===== config.mk =====
export PLATFORM = sky130hd
export DESIGN_NAME = mem_arbiter
export DESIGN_NICKNAME = d
export VERILOG_FILES = /design/src/rtl/mem_arb_pkg.sv /design/src/rtl/mem_arb_rr.sv /design/src/rtl/mem_arbiter.sv
export SDC_FILE = /design/constraint.sdc
export NUM_CORES = 1
export LEC_CHECK = 0
export CORE_ASPECT_RATIO = 0.7
export CORE_UTILIZATION = 42
export CTS_BUF_LIST = sky130_fd_sc_hd__clkbuf_8
export DETAILED_ROUTE_END_ITERATION = 10
export GPL_TIMING_DRIVEN = 0
export PLACE_DENSITY = 0.86
export SETUP_SLACK_MARGIN = 0.02
export SLEW_MARGIN = 20
export SYNTH_ARGS = -nofsm -noshare
export SYNTH_HDL_FRONTEND = slang
export SYNTH_SLANG_ARGS = --single-unit

===== constraint.sdc =====
create_clock -name clk -period 2.25 [get_ports clk]
set_clock_uncertainty 0.1 [all_clocks]
set_input_delay 0.5625 -clock clk [delete_from_list [all_inputs] [get_ports clk]]
set_output_delay 0.5625 -clock clk [all_outputs]
set_load 0.01 [all_outputs]

===== src/rtl/mem_arb_pkg.sv =====
// Shared types and constants for the two-port data-memory arbiter.
// Grant counters in mem_arbiter are built only when MEM_ARB_GRANT_COUNT_EN is defined.
package mem_arb_pkg;

    localparam int LAT_W          = 4;
    localparam int DEFAULT_ADDR_W = 16;
    localparam int DATA_W         = 32;
    localparam int GCNT_W         = 16;

    typedef enum logic [1:0] {
        IDLE  = 2'd0,
        ISSUE = 2'd1,
        WAIT  = 2'd2,
        DONE  = 2'd3
    } arb_state_t;

    typedef logic port_id_t;

    localparam port_id_t PORT_M0 = 1'b0;
    localparam port_id_t PORT_M1 = 1'b1;

    function automatic logic [GCNT_W-1:0] sat_inc(input logic [GCNT_W-1:0] v);
        if (v == 16'hFFFF) begin
            return v;
        end else begin
            return v + 16'd1;
        end
    endfunction

endpackage


===== src/rtl/mem_arb_rr.sv =====
// Round-robin decision for two requesters; remembers the last granted port.
module mem_arb_rr
    import mem_arb_pkg::*;
(
    input  logic     clk,
    input  logic     rst_n,
    input  logic     i_req0,
    input  logic     i_req1,
    input  logic     i_update,
    output port_id_t o_grant,
    output logic     o_any
);

    port_id_t r_last_grant;
    port_id_t w_grant;

    // Grant decision: a lone requester wins, a tie goes to the port not served last
    always_comb begin
        w_grant = PORT_M0;
        if (i_req0 && i_req1) begin
            w_grant = ~r_last_grant;
        end else if (i_req1) begin
            w_grant = PORT_M1;
        end else begin
            w_grant = PORT_M0;
        end
    end

    // Last-grant register, preset to m1 so m0 wins the first tie
    always_ff @(posedge clk or negedge rst_n) begin
        if (!rst_n) begin
            r_last_grant <= PORT_M1;
        end else if (i_update) begin
            r_last_grant <= w_grant;
        end else begin
            r_last_grant <= r_last_grant;
        end
    end

    assign o_grant = w_grant;
    assign o_any   = i_req0 | i_req1;

endmodule


===== src/rtl/mem_arbiter.sv =====
// Two-port arbiter in front of the single-port data memory (m0 = loader, m1 = CPU).
// Define MEM_ARB_GRANT_COUNT_EN to build the saturating per-port grant counters.
module mem_arbiter
    import mem_arb_pkg::*;
#(
    parameter int ADDR_W  = DEFAULT_ADDR_W,
    parameter int MEM_LAT = 1
) (
    input  logic              clk,
    input  logic              reset,
    input  logic              m0_req,
    input  logic              m0_we,
    input  logic [ADDR_W-1:0] m0_addr,
    input  logic [31:0]       m0_wdata,
    output logic [31:0]       m0_rdata,
    output logic              m0_done,
    input  logic              m1_req,
    input  logic              m1_we,
    input  logic [ADDR_W-1:0] m1_addr,
    input  logic [31:0]       m1_wdata,
    output logic [31:0]       m1_rdata,
    output logic              m1_done,
    output logic              mem_en,
    output logic              mem_we,
    output logic [ADDR_W-1:0] mem_addr,
    output logic [31:0]       mem_wdata,
    input  logic [31:0]       mem_rdata,
    output logic [15:0]       grant_cnt0,
    output logic [15:0]       grant_cnt1
);

    localparam logic [LAT_W-1:0] LAT_INIT = LAT_W'(MEM_LAT - 1);

    arb_state_t        r_state, w_state_nx;
    logic [LAT_W-1:0]  r_cnt, w_cnt_nx;
    port_id_t          r_gnt, w_gnt_nx;
    logic              r_we, w_we_nx;

    logic              r_mem_en, w_mem_en_nx;
    logic              r_mem_we, w_mem_we_nx;
    logic [ADDR_W-1:0] r_mem_addr, w_mem_addr_nx;
    logic [31:0]       r_mem_wdata, w_mem_wdata_nx;
    logic              r_m0_done, w_m0_done_nx;
    logic              r_m1_done, w_m1_done_nx;
    logic [31:0]       r_m0_rdata, w_m0_rdata_nx;
    logic [31:0]       r_m1_rdata, w_m1_rdata_nx;

    port_id_t          w_rr_gnt;
    logic              w_any_req;
    logic              w_rr_upd;
    logic              w_sel_we;
    logic [ADDR_W-1:0] w_sel_addr;
    logic [31:0]       w_sel_wdata;

    mem_arb_rr u_rr (
        .clk      (clk),
        .rst_n    (reset),
        .i_req0   (m0_req),
        .i_req1   (m1_req),
        .i_update (w_rr_upd),
        .o_grant  (w_rr_gnt),
        .o_any    (w_any_req)
    );

    assign w_sel_we    = (w_rr_gnt == PORT_M1) ? m1_we    : m0_we;
    assign w_sel_addr  = (w_rr_gnt == PORT_M1) ? m1_addr  : m0_addr;
    assign w_sel_wdata = (w_rr_gnt == PORT_M1) ? m1_wdata : m0_wdata;

    // Next state and next values of every registered output
    always_comb begin
        w_state_nx     = r_state;
        w_cnt_nx       = r_cnt;
        w_gnt_nx       = r_gnt;
        w_we_nx        = r_we;
        w_rr_upd       = 1'b0;
        w_mem_en_nx    = 1'b0;
        w_mem_we_nx    = 1'b0;
        w_mem_addr_nx  = {ADDR_W{1'b0}};
        w_mem_wdata_nx = 32'd0;
        w_m0_done_nx   = 1'b0;
        w_m1_done_nx   = 1'b0;
        w_m0_rdata_nx  = r_m0_rdata;
        w_m1_rdata_nx  = r_m1_rdata;
        case (r_state)
            IDLE: begin
                w_m0_rdata_nx = 32'd0;
                w_m1_rdata_nx = 32'd0;
                if (w_any_req) begin
                    w_state_nx     = ISSUE;
                    w_rr_upd       = 1'b1;
                    w_gnt_nx       = w_rr_gnt;
                    w_we_nx        = w_sel_we;
                    w_mem_en_nx    = 1'b1;
                    w_mem_we_nx    = w_sel_we;
                    w_mem_addr_nx  = w_sel_addr;
                    w_mem_wdata_nx = w_sel_wdata;
                end else begin
                    w_state_nx = IDLE;
                end
            end
            ISSUE: begin
                if (r_we) begin
                    w_state_nx   = DONE;
                    w_m0_done_nx = (r_gnt == PORT_M0);
                    w_m1_done_nx = (r_gnt == PORT_M1);
                end else begin
                    w_state_nx = WAIT;
                    w_cnt_nx   = LAT_INIT;
                end
            end
            WAIT: begin
                // Memory data is valid exactly in the cycle the counter reaches zero
                if (r_cnt == 4'd0) begin
                    w_state_nx = DONE;
                    if (r_gnt == PORT_M1) begin
                        w_m1_done_nx  = 1'b1;
                        w_m1_rdata_nx = mem_rdata;
                    end else begin
                        w_m0_done_nx  = 1'b1;
                        w_m0_rdata_nx = mem_rdata;
                    end
                end else begin
                    w_cnt_nx = r_cnt - 4'd1;
                end
            end
            DONE: begin
                w_state_nx    = IDLE;
                w_m0_rdata_nx = 32'd0;
                w_m1_rdata_nx = 32'd0;
            end
            default: begin
                w_state_nx    = IDLE;
                w_m0_rdata_nx = 32'd0;
                w_m1_rdata_nx = 32'd0;
            end
        endcase
    end

    // State, datapath and output registers
    always_ff @(posedge clk or negedge reset) begin
        if (!reset) begin
            r_state     <= IDLE;
            r_cnt       <= 4'd0;
            r_gnt       <= PORT_M0;
            r_we        <= 1'b0;
            r_mem_en    <= 1'b0;
            r_mem_we    <= 1'b0;
            r_mem_addr  <= {ADDR_W{1'b0}};
            r_mem_wdata <= 32'd0;
            r_m0_done   <= 1'b0;
            r_m1_done   <= 1'b0;
            r_m0_rdata  <= 32'd0;
            r_m1_rdata  <= 32'd0;
        end else begin
            r_state     <= w_state_nx;
            r_cnt       <= w_cnt_nx;
            r_gnt       <= w_gnt_nx;
            r_we        <= w_we_nx;
            r_mem_en    <= w_mem_en_nx;
            r_mem_we    <= w_mem_we_nx;
            r_mem_addr  <= w_mem_addr_nx;
            r_mem_wdata <= w_mem_wdata_nx;
            r_m0_done   <= w_m0_done_nx;
            r_m1_done   <= w_m1_done_nx;
            r_m0_rdata  <= w_m0_rdata_nx;
            r_m1_rdata  <= w_m1_rdata_nx;
        end
    end

    assign mem_en    = r_mem_en;
    assign mem_we    = r_mem_we;
    assign mem_addr  = r_mem_addr;
    assign mem_wdata = r_mem_wdata;
    assign m0_done   = r_m0_done;
    assign m1_done   = r_m1_done;
    assign m0_rdata  = r_m0_rdata;
    assign m1_rdata  = r_m1_rdata;

`ifdef MEM_ARB_GRANT_COUNT_EN
    logic [GCNT_W-1:0] r_gcnt0;
    logic [GCNT_W-1:0] r_gcnt1;

    // Saturating grant counters, bumped on each entry to ISSUE
    always_ff @(posedge clk or negedge reset) begin
        if (!reset) begin
            r_gcnt0 <= 16'd0;
            r_gcnt1 <= 16'd0;
        end else if (w_rr_upd) begin
            if (w_rr_gnt == PORT_M1) begin
                r_gcnt1 <= sat_inc(r_gcnt1);
            end else begin
                r_gcnt0 <= sat_inc(r_gcnt0);
            end
        end else begin
            r_gcnt0 <= r_gcnt0;
            r_gcnt1 <= r_gcnt1;
        end
    end

    assign grant_cnt0 = r_gcnt0;
    assign grant_cnt1 = r_gcnt1;
`else
    assign grant_cnt0 = 16'd0;
    assign grant_cnt1 = 16'd0;
`endif

endmodule


==> impl_results.md, run 1 <==
- Status: complete, no violations
- Post-synthesis sequential area ratio: 55.86%
- CP max stage delay: 440 ps
- Post-synth cell types: 35
- Fin crit period: 2071 ps
- Layout area overhead: 57.54%
- I/O Pins: 282
- Crit path buf inv count: 2
- Net Sw Frac: 39.95%
- Post-synth EDFFs: 0
- GR Util All Layers: 26.77%
- IO buf count: 249
- Simple-gate share of the synthesized area: 14.41%
- Final WL: 17.94 mm
- CTS tree: yes
- Synth Area in Compound Gates: 18.67%
- Ys Warns: 0
- Initial antenna violation count: 0
- Postcts setup bufs: 0
- Post-synth top flop: dfrtp_1
- Largest net degree at the start of global routing: 79
- Clock Pin Slew Worst Setup and Hold Paths: 70 ps
- Crit Path Max Fanout: 10
- First-pass GRT wire length: 28.80 mm
- Slew margin rel.: 61.49%
- DP HPWL: 13.28 mm
- Largest family of logic cells by synthesized area: compound AO/OA/AOI/OAI gates
- Setup TNS: 0 ps
- Final Wtd Congestion: 0.8396
- Share of the synthesized area in the top cell type: 55.39%
- Crit. End Element: flip-flop
- Vias/cell: 5.186
- Fin. max-slew vios: 0
- Commonest non-fill, non-tap cell in the layout: clkdlybuf4s50_1
- Post-synthesis mux area share: 0.9828%
- Clock Sinks: 125
- Fraction of registers with async set/reset: 100.0%
- Crit. Startpoint: r_cnt[0]
- Mapped Area: 5602 um2
- Full die area: 13810 um2
- GRT Residual Overflow: 0
- Core area: 12720 um2
- Peak Freq: 482.8 MHz
- Clk buf depth: 2
- CP required: 2440 ps
- Avg Cell Area, Syn: 9.290 um2
- RSZ-0062 raised after global routing: true
- Worst-Skew Late Latency: 420 ps
- Die height: 98.63 um
- Synth Instances: 603
- Net Switching: 4236 uW
- Cell Int Power: 6366 uW
- FF-to-FF path depth: 6
- Crit path kind: reg -> reg
- PD cells: 1201 nW/um2
- Comb power frac: 50.3%
- Wire length per cell: 16.68 um
- Finished Layout Cells: 1076
- Ant diodes: 0
- XOR/XNOR Fraction of Synth Area: 0%
- Worst reg2reg startpoint: r_cnt[0]
- DRC violation total after the first TritonRoute iteration: 267
- Share of layout cells above drive strength 1: 10.18%
- Worst Setup Start Kind: flip-flop
- Root Driver: clkbuf_8
- Slew @ Worst Pin: 577.6 ps
- Die Wd: 140.0 um
- Register share of total power: 32.4%
- Final nets: 1043
- Slowest CP cell: dfrtp_1
- Area contributors post-synth: dfrtp_1 55%, a21oi_1 10%, nand2_1 6.7%
- Detailed Routing Iterations Pass 1: 6
- Critical path depth: 6
- DRC: 0
- Largest area contributor in the netlist: dfrtp_1
- CP Cell Sequence: inv_1, ha_1, nand4bb_1, a21oi_2, clkbuf_1, a21oi_1
- Vias: 5580
- Vias in the first global route: 5483
- Worst min path class: reg -> reg
- Placed insts: 1046
- CP arrival: 2260 ps
- Initial Util: 44.04%
- Total of max-cap violations: 0
- Largest delay contributor family on the critical path: buffers and inverters
- Seq cells post-synth: 125
- Post-route ant nets: 0
- Num CTS Buffers: 17
- H-tree Lvls: 4
- Maximum vdd drop: 0.6514 mV
- LEAKAGE: 0.003868 uW
- Row Count: 34
- Post-route clock period utilization: 92.05%
- Hold Path Stages: 2
- Hold path start: m1_rdata[27]
- Clk network pwr share: 17.4%
- Most frequent cells in the layout: 248 x clkdlybuf4s50_1, 124 x dfrtp_1, 115 x a21oi_1
- Final setup fails: 0
- Final Hold Viols: 0
- Adder-Cell Fraction of Synth Area: 1.117%
-- state kept, by name, indices dropped and copies added (netlist names) --
signal / flops
m1_done: 1
mem_en: 1
mem_wdata: 32
m0_rdata: 32
r_gnt: 1
r_state: 2
mem_we: 1
m1_rdata: 32
mem_addr: 16
r_cnt: 4
r_we: 1
u_rr.r_last_grant: 1
m0_done: 1
-- synth_stat cells (all sizes together), types with 2 or more instances --
cell / count
o21ai: 70
nand2: 100
nor2: 5
nor2b: 2
mux2: 4
nand3: 64
nand4bb: 2
a21oi: 118
clkbuf: 36
a22o: 3
inv: 6
dfrtp: 124
buf: 47
ha: 5
a31oi: 2
-- worst reg2reg max path, delay by kind of cell (launching register included) --
kind | cells | cell delay [ps]
adder cells (fa/ha/maj) | 1 | 280
flip-flops | 1 | 440
buffers and inverters | 2 | 510
AO/OA/AOI/OAI | 2 | 420
AND/OR/NAND/NOR | 1 | 170
-- final cells by class --
class,count,area [um2]
Buffer,83,486.7
Clock buffer,18,247.7
Clock inverter,11,106.4
Fill cell,965,3895
Inverter,6,22.52
Multi-Input combinational cell,420,2095
Sequential cell,125,3129
Tap cell,162,202.7
Timing Repair Buffer,251,2535
-- cell families (layout without fill, tap and decap cells) --
kind of cell,Yosys count,in the layout
AOI/OAI and AO/OA,199,199
other,1,32
and+or+nand+nor,179,179
buffers and inverters,89,369
DFF,125,125
adders and majority gates,5,5
muxes,5,5
-- layer usage --
| layer | track usage (%) | vias up | routed length [um] |
|---|---|---|---|
| met3 | 8.309 | 22 | 1500 |
| li1 | - | 2608 | - |
| met4 | 8.115 | 0 | 292 |
| met2 | 43.92 | 266 | 8641 |
| met1 | 34.10 | 2684 | 7509 |
| met5 | 0 | - | 0 |
-- power by group through the flow --
stage / combinational (uW) / sequential [uW] / clock, uW
floorplan: 2220 / 3760 / 0
global placement: 5150 / 3430 / 0
detailed placement: 5250 / 3460 / 0
CTS: 5280 / 3430 / 1860
global route: 5780 / 3520 / 1970
finish: 5330 / 3430 / 1840
-- what timing repair did --
item | 4_1_cts | 5_1_grt
endpoints found under the setup margin | 3 | 24
pin swaps | 0 | 0
hold endpoints to repair | 47 | 0
resized for setup | 1 | 11
hold buffers | 1 | 0
-- final timing paths --
check                      slack [ps]                 to
setup / recovery                  180        m1_rdata[1]
hold / removal                    440       m1_rdata[27]
setup reg to reg                  180        m1_rdata[1]
hold reg to reg                   440       m1_rdata[27]
max in group asynchronous         760  u_rr.r_last_grant
min in group asynchronous         530        mem_addr[2]
-- stage by stage --
step                      cell area (um2)  power [uW]  setup WS, ps  utilization (%)  hold slack (ps)
after floorplan                      5718        5982         428.3                -            166.9
after global placement               8413        8583         -4435            66.14            421.2
after detailed placement             8446        8707        -252.1            66.40            390.3
after CTS                            8811       10570         67.08            69.27            443.7
after global routing                 8825       11270         13.86            69.38            469.0
final                                8825       10600         179.0            69.38            442.6
Power figures use the tool's default switching activity.
==> inputs of run 2 (changes only) <==
Settings changed: PLACE_DENSITY 0.86 to 0.84, REMOVE_ABC_BUFFERS set to 1.
==> run 2 against run 1 <==
Wire length fell by 0.70%. Critical path depth did not move. Sequential share of layout area rose by 0.56 points. Setup slack got worse by 73 ps. Clock power rose by 7%. Clock-buffer cell count fell by 1. Power rose by 3.4%.
==> impl_results.md, run 2 (synthesis gave the netlist of run 1 again) <==
- Worst-Skew Late Latency: 420 ps
- Largest net degree at the start of global routing: 65
- Core Util, Final: 68.33%
- H-tree Lvls: 4
- Final Hold Slack: 440.9 ps
- Worst R2R End: m0_rdata[5]
- FF-to-FF path depth: 6
- Crit. End Element: flip-flop
- Register share of total power: 31.7%
- LEAKAGE: 0.003710 uW
- Initial antenna violation count: 0
- Vias/cell: 5.218
- GR Util All Layers: 26.31%
- Wire length per cell: 17.66 um
- Setup TNS: 0 ps
- Post-route ant nets: 0
- Clock Pin Slew Worst Setup and Hold Paths: 70 ps
- Final Hold Viols: 0
- R2R Setup Slk: 110 ps
- Most frequent cells in the layout: 248 x clkdlybuf4s50_1, 123 x dfrtp_1, 115 x a21oi_1
- Num CTS Buffers: 17
- CP arrival: 2340 ps
- Core area: 12720 um2
- Worst min-delay path endpoint: m1_rdata[12]
- Clk buf depth: 2
- Hold Path Stages: 2
- Cell Int Power: 6644 uW
- Fin. max-slew vios: 0
- Die Wd: 140.0 um
- Full die area: 13810 um2
- Status: complete, no violations
- PD cells: 1261 nW/um2
- Row Count: 34
- Final setup fails: 0
- Vias: 5265
- DRC violation total after the first TritonRoute iteration: 307
- Peak Freq: 466.4 MHz
- Worst min path class: reg -> reg
- Layout area overhead: 55.15%
- Clk network pwr share: 17.9%
- Initial Util: 44.04%
- CP required: 2450 ps
- Detailed Routing Iterations Pass 1: 4
- Ant diodes: 0
- Finished Layout Cells: 1009
- DRC: 0
- DP HPWL: 11.64 mm
- Net Sw Frac: 39.38%
- First-pass GRT wire length: 28.09 mm
- Worst reg2reg startpoint: r_cnt[0]
- RSZ-0062 raised after global routing: false
- CTS tree: yes
- Share of layout cells above drive strength 1: 7.320%
- Fin crit period: 2144 ps
- Slew @ Worst Pin: 773.3 ps
- Worst Setup Start Kind: flip-flop
- IO buf count: 249
- Crit path kind: reg -> reg
- Clock Sinks: 125
- Crit Path Max Fanout: 8
- Final Wtd Congestion: 0.7967
- Placed insts: 970
- Final WL: 17.82 mm
- Commonest non-fill, non-tap cell in the layout: clkdlybuf4s50_1
- Final nets: 973
- Die height: 98.63 um
- Maximum vdd drop: 0.8455 mV
- Comb power frac: 50.4%
- Vias in the first global route: 5153
- GRT Residual Overflow: 0
- Post-route clock period utilization: 95.29%
- Root Driver: clkbuf_8
- Net Switching: 4316 uW
- Total of max-cap violations: 0
- Hold path start: m1_rdata[12]
- Slew margin rel.: 48.25%
- I/O Pins: 282
run 2: cell types whose count changed in the layout (fill, tap and decap cells not counted), moves of 5 or more:
cell,before,now
buf_2,9,0
clkbuf_1,31,0
buf_4,32,3
clkbuf_2,5,0
run 2: metal layers:
metal | GRT usage (%) | vias to the layer above | share of wire (%) | wire (um)
met3 | 6.608 | 23 | 6.3 | 1126
li1 | - | 2465 | - | -
met4 | 9.383 | 0 | 2.1 | 374
met2 | 42.58 | 201 | 49 | 8807
met1 | 34.55 | 2576 | 42 | 7510
met5 | 0 | - | 0 | 0
run 2: repair_timing:
item                                   in CTS  in global routing
setup endpoints to repair                  72                 31
gates resized for setup                     4                  1
endpoints found under the hold margin      52                  0
pin swaps                                   3                  1
hold buffers                                1                  0
cloned                                      2                  0
setup buffers                               4                  0
run 2: worst max path at each step:
stage / startpoint / to / slack [ps] / depth (start not counted)
2_1_floorplan: r_gnt / m1_rdata[0] / -670 / 3
6_report: r_cnt[0] / m0_rdata[5] / 110 / 6
3_5_place_dp: m0_req / r_we / -520 / 4
4_1_cts: r_state[0] / m1_done / 60 / 5
3_3_place_gp: reset / mem_wdata[19] / -4450 / 1
5_1_grt: r_cnt[0] / m0_rdata[25] / 30 / 6
run 2: area by class of cell:
type | instances | area (um2)
flip-flops and latches | 125 | 3131
clock buffers | 17 | 234.0
multi-input cells | 422 | 2196
repair buffers | 262 | 2748
clock inverters | 15 | 157.7
inverters | 6 | 22.52
well taps | 162 | 202.7
fillers | 997 | 4029
run 2: per-stage QoR:
step	cell area [um2]	setup slack [ps]	power [uW]
2_1_floorplan	5243	-672.8	5611
3_3_place_gp	7938	-4451	7875
3_5_place_dp	8195	-520.1	8648
4_1_cts	8681	62.59	10980
5_1_grt	8691	32.06	11620
6_report	8691	105.9	10960
run 2: power groups by stage:
stage | Clock (uW) | Combinational (uW) | Sequential (uW)
floorplan | 0 | 1760 | 3850
global placement | 0 | 4380 | 3490
detailed placement | 0 | 5150 | 3500
CTS | 2010 | 5500 | 3470
global route | 2120 | 5940 | 3570
finish | 1960 | 5520 | 3470
run 2: critical path: stages (launching register included):
cell	delay [ps]
dfrtp_1	440
inv_1	100
ha_1	370
or4b_4	580
a21oi_4	170
buf_4	210
a21oi_1	50
